## config.mk

```make
export PLATFORM = sky130hd
export DESIGN_NAME = fp_convert_issue_buffer
export DESIGN_NICKNAME = d
export VERILOG_FILES = /design/src/rtl/fp_convert_issue_buffer_pkg.sv /design/src/rtl/fp_sync_fifo.sv /design/src/rtl/fp_convert_issue_buffer.sv
export SDC_FILE = /design/constraint.sdc
export NUM_CORES = 1
export LEC_CHECK = 0
export CORE_MARGIN = 3
export CORE_UTILIZATION = 35
export CTS_CLUSTER_DIAMETER = 150
export DETAILED_ROUTE_END_ITERATION = 8
export SYNTH_ARGS = -nofsm -noshare
export SYNTH_HDL_FRONTEND = slang
export SYNTH_SLANG_ARGS = --single-unit
```

## constraint.sdc

```tcl
create_clock -name clock_i -period 16.6 [get_ports clock_i]
set_input_delay 3.32 -clock clock_i [delete_from_list [all_inputs] [get_ports clock_i]]
set_output_delay 3.32 -clock clock_i [all_outputs]
set_load 0.03 [all_outputs]
```

## src/rtl/fp_convert_issue_buffer_pkg.sv

```systemverilog
// Shared types and defaults for the int-to-float conversion issue buffer.
// Holds the FSM state type, the response layout and default widths.
package fp_convert_issue_buffer_pkg;

    localparam int unsigned DefLatency = 6;
    localparam int unsigned DefDepth   = 8;
    localparam int unsigned DefDataW   = 32;
    localparam int unsigned DefTagW    = 4;
    localparam int unsigned DefCreditW = $clog2(DefDepth + 1);

    typedef enum logic {StDrain, StRun} state_e;

    typedef struct packed {
        logic [DefTagW-1:0]  tag;
        logic [DefDataW-1:0] data;
    } resp_t;

endpackage

```

## src/rtl/fp_sync_fifo.sv

```systemverilog
// First-word-fall-through synchronous FIFO with asynchronous active-high reset.
// Depth must be a power of two; pointers carry one extra wrap bit.
module fp_sync_fifo #(
    parameter int unsigned Width = 8,
    parameter int unsigned Depth = 8
) (
    input  logic             clk_i,
    input  logic             rst_i,
    input  logic             push_i,
    input  logic [Width-1:0] wdata_i,
    input  logic             pop_i,
    output logic [Width-1:0] rdata_o,
    output logic             empty_o,
    output logic             full_o
);

    localparam int unsigned AddrW = $clog2(Depth);
    localparam int unsigned PtrW  = AddrW + 1;

    logic [PtrW-1:0]  wptr_q, rptr_q;
    logic [Width-1:0] mem_q [Depth];
    logic             do_push, do_pop;

    assign empty_o = (wptr_q == rptr_q);
    assign full_o  = (wptr_q[AddrW] != rptr_q[AddrW]) &&
                     (wptr_q[AddrW-1:0] == rptr_q[AddrW-1:0]);
    assign do_push = push_i && !full_o;
    assign do_pop  = pop_i && !empty_o;
    assign rdata_o = mem_q[rptr_q[AddrW-1:0]];

    always_ff @(posedge clk_i or posedge rst_i) begin
        if (rst_i) begin
            wptr_q <= '0;
            rptr_q <= '0;
        end else begin
            if (do_push) wptr_q <= wptr_q + PtrW'(1);
            if (do_pop)  rptr_q <= rptr_q + PtrW'(1);
        end
    end

    always_ff @(posedge clk_i) begin
        if (do_push) mem_q[wptr_q[AddrW-1:0]] <= wdata_i;
    end

endmodule

```

## src/rtl/fp_convert_issue_buffer.sv

```systemverilog
// Credit-gated issue and in-order result buffering around a fixed-latency,
// non-stallable int-to-float conversion unit.
module fp_convert_issue_buffer
    import fp_convert_issue_buffer_pkg::*;
#(
    parameter int unsigned LATENCY = DefLatency,
    parameter int unsigned DEPTH   = DefDepth,
    parameter int unsigned DATA_W  = DefDataW,
    parameter int unsigned TAG_W   = DefTagW
) (
    input  logic              clock_i,
    input  logic              reset_i,
    input  logic              req_valid_i,
    output logic              req_ready_o,
    input  logic [DATA_W-1:0] req_data_i,
    input  logic [TAG_W-1:0]  req_tag_i,
    output logic              unit_go_o,
    output logic [DATA_W-1:0] unit_operand_o,
    input  logic              unit_done_i,
    input  logic [DATA_W-1:0] unit_result_i,
    output logic              resp_valid_o,
    input  logic              resp_ready_i,
    output logic [DATA_W-1:0] resp_data_o,
    output logic [TAG_W-1:0]  resp_tag_o,
    output logic              err_o
);

    localparam int unsigned CreditW = $clog2(DEPTH + 1);
    localparam int unsigned CntW    = $clog2(LATENCY + 1);
    localparam int unsigned ResW    = TAG_W + DATA_W;

    state_e               state_q;
    logic [CntW-1:0]      drain_cnt_q;
    logic [CreditW-1:0]   credits_q, credits_d;
    logic                 err_q, err_d;

    logic                 issue, capture, resp_pop;
    logic                 tag_empty, tag_full, res_empty, res_full, res_push;
    logic [TAG_W-1:0]     tag_head;
    logic [ResW-1:0]      res_head;

    assign req_ready_o    = (state_q == StRun) && (credits_q != '0);
    assign issue          = req_valid_i && req_ready_o;
    assign unit_go_o      = issue;
    assign unit_operand_o = req_data_i;

    // Done pulses during drain belong to pre-reset traffic and are discarded.
    assign capture  = (state_q == StRun) && unit_done_i;
    assign res_push = capture && !tag_empty;

    assign resp_valid_o = !res_empty;
    assign resp_pop     = resp_valid_o && resp_ready_i;
    assign resp_tag_o   = res_head[ResW-1:DATA_W];
    assign resp_data_o  = res_head[DATA_W-1:0];
    assign err_o        = err_q;

    always_comb begin
        credits_d = credits_q - CreditW'(issue) + CreditW'(resp_pop);
        err_d     = err_q || (capture && tag_empty);
    end

    always_ff @(posedge clock_i or posedge reset_i) begin
        if (reset_i) begin
            state_q     <= StDrain;
            drain_cnt_q <= CntW'(LATENCY);
        end else begin
            case (state_q)
                StDrain: begin
                    if (drain_cnt_q == '0) state_q <= StRun;
                    else                   drain_cnt_q <= drain_cnt_q - CntW'(1);
                end
                StRun:   state_q <= StRun;
                default: state_q <= StDrain;
            endcase
        end
    end

    always_ff @(posedge clock_i or posedge reset_i) begin
        if (reset_i) begin
            credits_q <= CreditW'(DEPTH);
            err_q     <= 1'b0;
        end else begin
            credits_q <= credits_d;
            err_q     <= err_d;
        end
    end

    fp_sync_fifo #(
        .Width (TAG_W),
        .Depth (DEPTH)
    ) u_tag_fifo (
        .clk_i   (clock_i),
        .rst_i   (reset_i),
        .push_i  (issue),
        .wdata_i (req_tag_i),
        .pop_i   (res_push),
        .rdata_o (tag_head),
        .empty_o (tag_empty),
        .full_o  (tag_full)
    );

    fp_sync_fifo #(
        .Width (ResW),
        .Depth (DEPTH)
    ) u_res_fifo (
        .clk_i   (clock_i),
        .rst_i   (reset_i),
        .push_i  (res_push),
        .wdata_i ({tag_head, unit_result_i}),
        .pop_i   (resp_pop),
        .rdata_o (res_head),
        .empty_o (res_empty),
        .full_o  (res_full)
    );

    credit_bounds_a: assert property (@(posedge clock_i) disable iff (reset_i)
        credits_q <= CreditW'(DEPTH));
    credit_underflow_a: assert property (@(posedge clock_i) disable iff (reset_i)
        !(issue && credits_q == '0));
    credit_overflow_a: assert property (@(posedge clock_i) disable iff (reset_i)
        !(resp_pop && !issue && credits_q == CreditW'(DEPTH)));
    no_full_push_a: assert property (@(posedge clock_i) disable iff (reset_i)
        !((res_push && res_full) || (issue && tag_full)));

endmodule

```

==> impl_metrics.py <==
metrics = {
    "logic_synthesis": {
        "synth_area_leaders": "edfxtp_1 (70%), mux4_2 (13%), dfrtp_1 (4.0%), mux2_2 (3.4%), buf_4 (2.1%)",
        "synthCells": 630,
        "ys_async_sr_fraction": 0.0725,
        "ys_warn_count": 0,
        "synth_cell_types": 42,
        "netlist_area_sq_um": 13800,
        "synth.net_count": 715,
        "synth_edf_count": 320,
        "synth_ff_type": "edfxtp_1",
        "yosysTopAreaCell": "edfxtp_1",
        "ys_ff_latch": 345,
        "seq_area_frac_synth": 0.744,
        "syn_area_per_cell_sq_um": 21.9,
        "synth_top_area_frac": 0.698,
    },
    "power": {
        "internal_power_mw": 2.09,
        "peakVddDrop_mv": 0.111,
        "pwr-share-seq": 0.410,
        "p_per_area_nw_per_um2": 192,
        "switchingPower_mw": 0.988,
        "switching_share": 0.321,
        "p_leak_nw": 5.14,
        "pwr-share-comb": 0.346,
        "clkPwrFrac": 0.244,
    },
    "die": {
        "initial_core_util": 0.355,
        "rows": 72,
        "core_area_sq_um": 38700,
        "dieArea_sq_um": 41800,
        "die_x_um": 204,
        "die_height_um": 204,
        "io_pins": 145,
    },
    "clock_tree": {
        "cts-root-buf": "clkbuf_16",
        "htree_levels": 2,
        "clk_latency_ns": 0.52,
        "cts_tree": "done",
        "path_clk_slew_ns": 0.06,
        "clock-sinks": 345,
        "numCtsBuffers": 36,
        "cts-resized-gates": 0,
        "clk_path_buf_depth": 3,
        "holdBufCountCts": 0,
        "post_cts_buffers": 0,
    },
    "worst_setup_path": {
        "cp_num_buf_inv": 2,
        "cp-startpoint": "req_valid_i",
        "slowest_stage": "clkdlybuf4s50_1",
        "cp_common_cell": "clkdlybuf4s50_1",
        "crit_fanout": 6,
        "r2r-start": "u_tag_fifo.rptr_q[0]",
        "critPathTopFamily": "buffers and inverters",
        "required_ns": 13.28,
        "crit_path_max_incr_delay_ns": 0.71,
        "crit_type": "input pin to output port",
        "crit_chain": "clkdlybuf4s50_1 -> o311a_1 -> clkdlybuf4s50_1",
        "start_kind": "input pin",
        "arrival_ns": 4.78,
        "endpoint_kind": "output port",
    },
    "placement": {
        "gp_congestion": 0.710,
        "place_ws_ns": 8.52,
        "portBuffers": 80,
        "dp_hpwl_mm": 13.6,
    },
    "run_status": {
        "status": "finished, final reports clean",
    },
    "grt": {
        "grt_pass1_vias": 6513,
        "grt_usage": 0.126,
        "antenna_found_initial": 1,
        "grt_pass1_wl_mm": 39.5,
        "grt_start_max_net_pins": 74,
        "grt-ovfl-total": 0,
    },
    "finish": {
        "area_growth_syn_to_layout_pct": 16.5,
        "final_common_cell": "edfxtp_1",
        "layout-drive-gt1-share": 0.281,
        "fin_nets": 783,
        "final_cell_mix": "edfxtp_1 (320), mux4_2 (80), clkdlybuf4s50_1 (80), mux2_2 (42), clkbuf_16 (36)",
        "final_util": 0.414,
        "diodes": 0,
    },
    "timing": {
        "fin_crit_sh": 0.488,
        "finalMaxSlewViolations": 0,
        "max_freq_mhz": 123,
        "fin_setup_tns_ns": 0,
        "hold_ws_ns": 0.489,
        "rsz0062_at_grt": "no",
        "setup_viol": 0,
        "worst_slack_ns": 8.50,
        "finalCriticalPeriod_ns": 8.10,
        "hold_viol": 0,
        "tightest_slew_ns": 1.11,
        "slew_headroom": 0.263,
        "skew_ns": 0.0173,
    },
    "drt": {
        "wl_mm": 25.6,
        "route.detailed.drc": 0,
        "wire_per_inst_um": 20.6,
        "firstDrtPassIters": 4,
        "antenna_left": 0,
        "drtIter0Drc": 277,
        "routed_via_density": 4.80,
        "num_vias": 5959,
    },
    "run": {
        "drv_cap": 0,
    },
    "worst_hold_path": {
        "min_from": "drain_cnt_q[2]",
        "min-delay-path-class": "flop to flop",
    },
}
==> tightest hold or removal path, delay by kind of cell, from the launching register on <==
family	cells	cell delay, ns
AOI/OAI and AO/OA	1	0.08
DFF	1	0.36
and+or+nand+nor	1	0.04
==> path summary, 6_finish.rpt <==
check / endpoint / slack, ns / cells past startpoint
max: unit_go_o / 8.50 / 3
min: drain_cnt_q[2] / 0.49 / 2
max reg2reg: u_res_fifo.mem_q[5][17] / 13.48 / 5
min reg2reg: drain_cnt_q[2] / 0.49 / 2
max in group asynchronous: u_res_fifo.rptr_q[1] / 12.49 / 2
min in group asynchronous: credits_q[0] / 3.35 / 2
==> flip-flops by register name, indices dropped and copies added, names as in the netlist <==
signal             count
u_res_fifo.mem_q     288
u_res_fifo.wptr_q      4
u_res_fifo.rptr_q      4
u_tag_fifo.mem_q      32
credits_q              4
err_o                  1
drain_cnt_q            3
u_tag_fifo.rptr_q      4
state_q                1
u_tag_fifo.wptr_q      4
==> power groups by stage <==
stage | Clock (mW) | Combinational (mW) | Sequential (mW)
after floorplan | 0 | 0.827 | 1.21
after global placement | 0 | 1.09 | 1.28
after detailed placement | 0 | 1.09 | 1.28
after CTS | 0.777 | 1.10 | 1.27
after global routing | 0.812 | 1.15 | 1.29
final | 0.753 | 1.07 | 1.26
==> metal layers <==
metal,part of all wire,wire [um],vias to the layer above,track usage
met1,0.43,11000,3123,0.166
met2,0.50,12900,123,0.212
li1,-,-,2674,-
met3,0.049,1250,37,0.0298
met4,0.017,445,2,0.0288
met5,0.00051,13,-,0
==> final cells by class <==
| class | instances | area, sq um |
|---|---|---|
| clock buffer | 48 | 956 |
| inverter | 14 | 52.6 |
| multi-input combinational | 209 | 3100 |
| clock inverter | 15 | 153 |
| timing repair buffer | 92 | 891 |
| fill | 3405 | 22700 |
| tap | 518 | 648 |
| sequential | 345 | 10200 |
==> synthesized netlist by cell type, drive strengths merged, types with 3 or more instances <==
cell / n
inv: 14
xnor2: 14
clkbuf: 6
nand2: 5
dfstp: 3
mux4: 80
xor2: 11
ha: 11
edfxtp: 320
buf: 56
nand3: 6
nand4: 3
and3: 4
nor3b: 3
nor3: 4
mux2: 44
dfrtp: 22
nor2: 4
==> logic make-up (layout without fill, tap and decap cells) <==
kind of cell             count (synthesis)  in the layout  synth area share
AO/OA/AOI/OAI                            9              9           0.00754
multiplexers                           124            124             0.167
flip-flops                             345            345             0.744
XOR/XNOR                                25             25            0.0181
adder cells (fa/ha/maj)                 12             12            0.0115
buffers and inverters                   76            169            0.0342
AND/OR/NAND/NOR                         39             39            0.0180
==> metrics by stage <==
step,power [mW],std cells,cell area [sq um]
3_3_place_gp,2.36,1178,14900
5_1_grt,3.25,1241,16000
6_report,3.08,1241,16000
2_1_floorplan,2.03,630,13800
3_5_place_dp,2.38,1178,14900
4_1_cts,3.14,1241,16000
No activity file was read; power rests on OpenSTA's default activity.
